<file path="config.mk">
export PLATFORM = sky130hd
export DESIGN_NAME = map_rom_arbiter
export DESIGN_NICKNAME = d
export VERILOG_FILES = /design/src/rtl/map_rom_arbiter.sv
export SDC_FILE = /design/constraint.sdc
export NUM_CORES = 1
export LEC_CHECK = 0
export ABC_AREA = 1
export CAP_MARGIN = 20
export CORE_ASPECT_RATIO = 0.75
export CORE_UTILIZATION = 47
export CTS_CLUSTER_SIZE = 10
export DETAILED_ROUTE_END_ITERATION = 16
export PLACE_DENSITY = 0.77
export RECOVER_POWER = 50
export SLEW_MARGIN = 20
export SYNTH_ARGS = -nofsm -noshare
export SYNTH_HDL_FRONTEND = slang
export SYNTH_SLANG_ARGS = --single-unit
export TNS_END_PERCENT = 10
</file>
<file path="constraint.sdc">
create_clock -name i_clk -period 4.8 [get_ports i_clk]
set_clock_uncertainty 0.1 [all_clocks]
set_input_delay 0.96 -clock i_clk [delete_from_list [all_inputs] [get_ports i_clk]]
set_output_delay 0.96 -clock i_clk [all_outputs]
set_load 0.05 [all_outputs]
</file>
<file path="src/rtl/map_rom_arbiter.sv">
// map_rom_arbiter: owns the single port of the synchronous map ROM and shares it between the
// scanline renderer (one tile-row fetch per line) and game-logic wall queries.
// Render fetches always win over queries, but a query that is already in flight runs to
// completion first. The renderer fills a shadow row that is swapped into row_bits at the end of
// each line.

module map_rom_arbiter #(
  parameter int unsigned MAP_W    = 30,
  parameter int unsigned MAP_H    = 21,
  parameter int unsigned TILE     = 20,
  parameter int unsigned ROW_W    = 5,
  parameter int unsigned COL_W    = 5,
  parameter int unsigned H_ACTIVE = 640,
  parameter int unsigned H_MAX    = 799,
  parameter int unsigned V_MAX    = 599
) (
  input  logic             i_clk,
  input  logic             i_reset,
  input  logic [9:0]       i_h_counter,
  input  logic [9:0]       i_v_counter,
  output logic [ROW_W-1:0] o_rom_addr,
  input  logic [MAP_W-1:0] i_rom_data,
  input  logic             i_q_req,
  input  logic [ROW_W-1:0] i_q_row,
  input  logic [COL_W-1:0] i_q_col,
  output logic             o_q_ack,
  output logic             o_q_hit,
  output logic [MAP_W-1:0] o_row_bits,
  output logic             o_row_valid,
  output logic             o_busy
);

  typedef enum logic [2:0] {
    StIdle,
    StRIssue,
    StRWait,
    StQIssue,
    StQWait,
    StQDone
  } state_e;

  state_e           r_state;
  logic [ROW_W-1:0] r_rom_addr;
  logic             r_q_ack;
  logic             r_q_hit;
  logic [COL_W-1:0] r_q_col;
  logic [MAP_W-1:0] r_shadow;
  logic             r_shadow_valid;
  logic [MAP_W-1:0] r_row_bits;
  logic             r_row_valid;
  logic             r_render_pending;
  logic [ROW_W-1:0] r_nrow;
  logic             r_nvalid;

  logic             w_trigger;
  logic             w_swap;
  logic [9:0]       w_nv;
  logic [31:0]      w_nrow_full;
  logic [ROW_W-1:0] w_nrow;
  logic             w_nvalid;
  logic             w_pend;
  logic [ROW_W-1:0] w_pend_row;
  logic             w_pend_valid;
  logic             w_q_oob;

  assign w_trigger   = (32'(i_h_counter) == H_ACTIVE);
  assign w_swap      = (32'(i_h_counter) == H_MAX);
  // Row needed by the next line; the last line of the frame wraps to line 0.
  assign w_nv        = (32'(i_v_counter) == V_MAX) ? 10'd0 : i_v_counter + 10'd1;
  assign w_nrow_full = 32'(w_nv) / TILE;
  assign w_nrow      = w_nrow_full[ROW_W-1:0];
  assign w_nvalid    = (w_nrow_full < MAP_H);

  // A trigger in the current cycle counts as pending so render beats a same-cycle query.
  assign w_pend       = r_render_pending | w_trigger;
  assign w_pend_row   = w_trigger ? w_nrow : r_nrow;
  assign w_pend_valid = w_trigger ? w_nvalid : r_nvalid;

  // Out-of-range tiles read as wall without touching the ROM.
  assign w_q_oob = (32'(i_q_row) >= MAP_H) || (32'(i_q_col) >= MAP_W);

  // Remember a render request that arrives while the FSM is busy with a query.
  always_ff @(posedge i_clk) begin
    if (i_reset) begin
      r_render_pending <= 1'b0;
      r_nrow           <= '0;
      r_nvalid         <= 1'b0;
    end else if (r_state == StIdle && w_pend) begin
      r_render_pending <= 1'b0;
    end else if (w_trigger) begin
      r_render_pending <= 1'b1;
      r_nrow           <= w_nrow;
      r_nvalid         <= w_nvalid;
    end
  end

  // Arbitration FSM: owns the ROM address, the shadow row and the query response.
  always_ff @(posedge i_clk) begin
    if (i_reset) begin
      r_state        <= StIdle;
      r_rom_addr     <= '0;
      r_q_ack        <= 1'b0;
      r_q_hit        <= 1'b0;
      r_q_col        <= '0;
      r_shadow       <= '0;
      r_shadow_valid <= 1'b0;
    end else begin
      r_q_ack <= 1'b0;
      case (r_state)
        StIdle: begin
          if (w_pend) begin
            if (w_pend_valid) begin
              r_rom_addr <= w_pend_row;
              r_state    <= StRIssue;
            end else begin
              r_shadow       <= '0;
              r_shadow_valid <= 1'b0;
            end
          end else if (i_q_req) begin
            r_q_col <= i_q_col;
            if (w_q_oob) begin
              r_q_hit <= 1'b1;
              r_q_ack <= 1'b1;
              r_state <= StQDone;
            end else begin
              r_rom_addr <= i_q_row;
              r_state    <= StQIssue;
            end
          end
        end
        StRIssue: r_state <= StRWait;
        StRWait: begin
          r_shadow       <= i_rom_data;
          r_shadow_valid <= 1'b1;
          r_state        <= StIdle;
        end
        StQIssue: r_state <= StQWait;
        StQWait: begin
          // Ack is registered here so it is high exactly during StQDone.
          r_q_hit <= i_rom_data[r_q_col];
          r_q_ack <= 1'b1;
          r_state <= StQDone;
        end
        StQDone: r_state <= StIdle;
        default: r_state <= StIdle;
      endcase
    end
  end

  // End-of-line swap: the fetched row becomes visible from h_counter==0 of the next line.
  always_ff @(posedge i_clk) begin
    if (i_reset) begin
      r_row_bits  <= '0;
      r_row_valid <= 1'b0;
    end else if (w_swap) begin
      r_row_bits  <= r_shadow;
      r_row_valid <= r_shadow_valid;
    end
  end

  assign o_rom_addr  = r_rom_addr;
  assign o_q_ack     = r_q_ack;
  assign o_q_hit     = r_q_hit;
  assign o_row_bits  = r_row_bits;
  assign o_row_valid = r_row_valid;
  assign o_busy      = (r_state != StIdle);

endmodule

</file>
==> qor.csv <==
metric;value;unit
vias in the first global route;5074;
top cell type's share of synthesized area;32.9;%
Max VDD drop;0.000187;V
Core Rows;32;
Vias;5352;
Post-CTS Hold Fix Bufs;0;
DR vias/cell;5.36;
outcome;complete, but fails checks;
max-slew violations;63;
htree depth;3;
layout cells sized above 1;29.8;%
Synth Cell Area;5110;µm²
Post-Syn Nets;768;
synth-to-layout area growth;42.0;%
ANT nets after route;0;
die footprint;11300;µm²
nets@finish;923;
Post-synth EDFFs;0;
synth warn;0;
worst min path class;reg -> reg;
Worst Setup End Kind;flop;
FFs w/ async S/R, synth;0;%
Non-Filler Instances;999;
mean post-synth cell area;7.27;µm²
number of placed instances, taps included;961;
combinational cell fraction of total power;39.0;%
fin crit period;4720;ps
core area;10400;µm²
Synth area leaders;dfxtp_1, nand2_1, inv_1;
Final Hold Vio Count;0;
pwr/cell area;327;nW/µm²
CTS Sinks;84;
Pint;0.00147;W
switching power;0.000900;W
power share of the clock group;27.2;%
maximum clock path buffer count;2;
WL met1;6200;µm
power share of the sequential group;33.8;%
# port buffers;101;
wire length on met3;815;µm
leakage;3.12;nW
drt first pass iters;5;
library cells used by synthesis;41;
failing checks;max-capacitance violations, max-slew violations;
fin crit share;98.3;%
crit path DAT;4880;ps
1st-iter DRT viols;318;
critical path buffer and inverter count;4;
switch share;37.9;%
Critical Path Slowest Stage Cell;ha_4;
Final GP Congestion;0.847;
# Max-Cap Violations;1;
DRC;0;
CP max FO;8;
die height;92.3;µm
later-pin clock latency in the skew report;340;ps
I/O pins;102;
Slew HR;-45.7;%
actual slew at the worst max-slew pin;2190;ps
area leader, netlist;dfxtp_1;
sequential share of the synthesized area;32.9;%
CTS tree;yes;
first-pass GRT wire length;23100;µm
CP required;4960;ps
Routed WL;14300;µm
RSZ-0062 raised after global routing;true;
largest net degree at the start of global routing;63;
FMAX;0.212;GHz
Worst-path clk slew;60;ps
slowest cell delay on critical path;270;ps
Synth Flop Type;dfxtp_1;
Overall Global Routing Usage;25.5;%
most common cell after layout, fill and taps aside;nand2_1;
DIE WIDTH;122;µm
Initial Util;49.1;%
most frequent cells in the layout;nand2_1, inv_1, dfxtp_1;
TritonCTS Buffers;9;
Final Setup Violations;0;
clk root buf;clkbuf_16;
initial antenna violation count;0;
utilization after layout;69.7;%
Top cell by count, worst path;nand2_4;
met2 WL;7020;µm
n_diodes;0;
delay-heaviest family, CP;simple AND/OR/NAND/NOR gates;
DR top layer;met4;
critical path startpoint category;input pin;
dpl hpwl;10000;µm
Post-Synthesis Cells;703;
GRT overflow;0;
Seq cells post-synth;84;
critical path class;in -> reg;
DR WL/cell;14.4;µm
tightest hold or removal path, delay by kind of cell, from the launching register on:
kind                   cells  cell delay [ps]
buffers and inverters      1               50
AOI/OAI and AO/OA          1               50
DFF                        1              310
kinds of logic after synthesis:
kind of cell | count (synthesis) | share of synthesized area (%)
buf+inv | 138 | 11.3
mux | 1 | 0.196
compound gates | 164 | 19.4
xor+xnor | 5 | 0.857
fa+ha+maj | 2 | 0.489
simple gates | 309 | 34.8
flops | 84 | 32.9
state kept, by name, summed over array words and instances, names as in the netlist:
register and flops:
o_q_ack 1, o_q_hit 1, o_rom_addr 5, o_row_bits 30, o_row_valid 1, r_nrow 5
r_nvalid 1, r_q_col 5, r_render_pending 1, r_shadow 30, r_shadow_valid 1, r_state 3
worst paths after layout:
| path | startpoint | endpoint | slack, ps | cells past startpoint |
|---|---|---|---|---|
| min reg2reg | r_shadow[19] | o_row_bits[19] | 350 | 2 |
| max | i_v_counter[0] | r_shadow[19] | 80 | 35 |
| max reg2reg | r_state[1] | r_shadow[26] | 2080 | 6 |
| min | r_shadow[19] | o_row_bits[19] | 350 | 2 |
cells in the mapped netlist (9+ instances only):
cell / instances
nand3_1: 31
clkbuf_1: 21
nand4_1: 25
a21oi_2: 29
dfxtp_1: 84
inv_1: 98
nand2_2: 15
nor2_1: 46
o21ai_0: 64
nand3_2: 36
a21oi_1: 50
inv_2: 9
nand2_1: 122
stage by stage:
stage	hold WS [ps]	cell area [µm²]	power, W	setup WS (ps)	TNS [ps]
final	354	7260	0.00237	84.0	0
after global routing	374	7260	0.00250	-232	-7320
after CTS	353	7120	0.00229	6.30	0
after detailed placement	343	6530	0.00161	-817	-30550
after global placement	346	6530	0.00158	-578	-22040
after floorplan	324	5110	0.00135	95.8	0
repair_timing:
action	CTS	global route
endpoints found under the setup margin	41	40
resized for setup	55	60
pin swaps	40	52
gates cloned	3	0
buffers inserted	13	9
power by group through the flow:
stage                     Combinational (W)  Clock [W]  Sequential, W
after floorplan                    0.000519          0       0.000834
after global placement             0.000774          0       0.000810
after detailed placement           0.000797          0       0.000814
after CTS                          0.000843   0.000648       0.000799
after global routing                0.00101   0.000686       0.000809
final                              0.000927   0.000645       0.000802
final cells by class:
class / count / area (µm²)
Multi-Input combinational cell: 482 / 3130
Clock inverter: 7 / 51.3
Tap cell: 136 / 170
Clock buffer: 9 / 225
Sequential cell: 84 / 1680
Timing Repair Buffer: 172 / 1590
Inverter: 109 / 417
Fill cell: 814 / 3150
metal layers:
layer  GRT usage [%]  vias up
met2            42.9      178
li1                -     2638
met4            7.42        0
met5               0        -
met3            5.11       26
met1            32.6     2510
No activity file was read; power rests on OpenSTA's default activity.
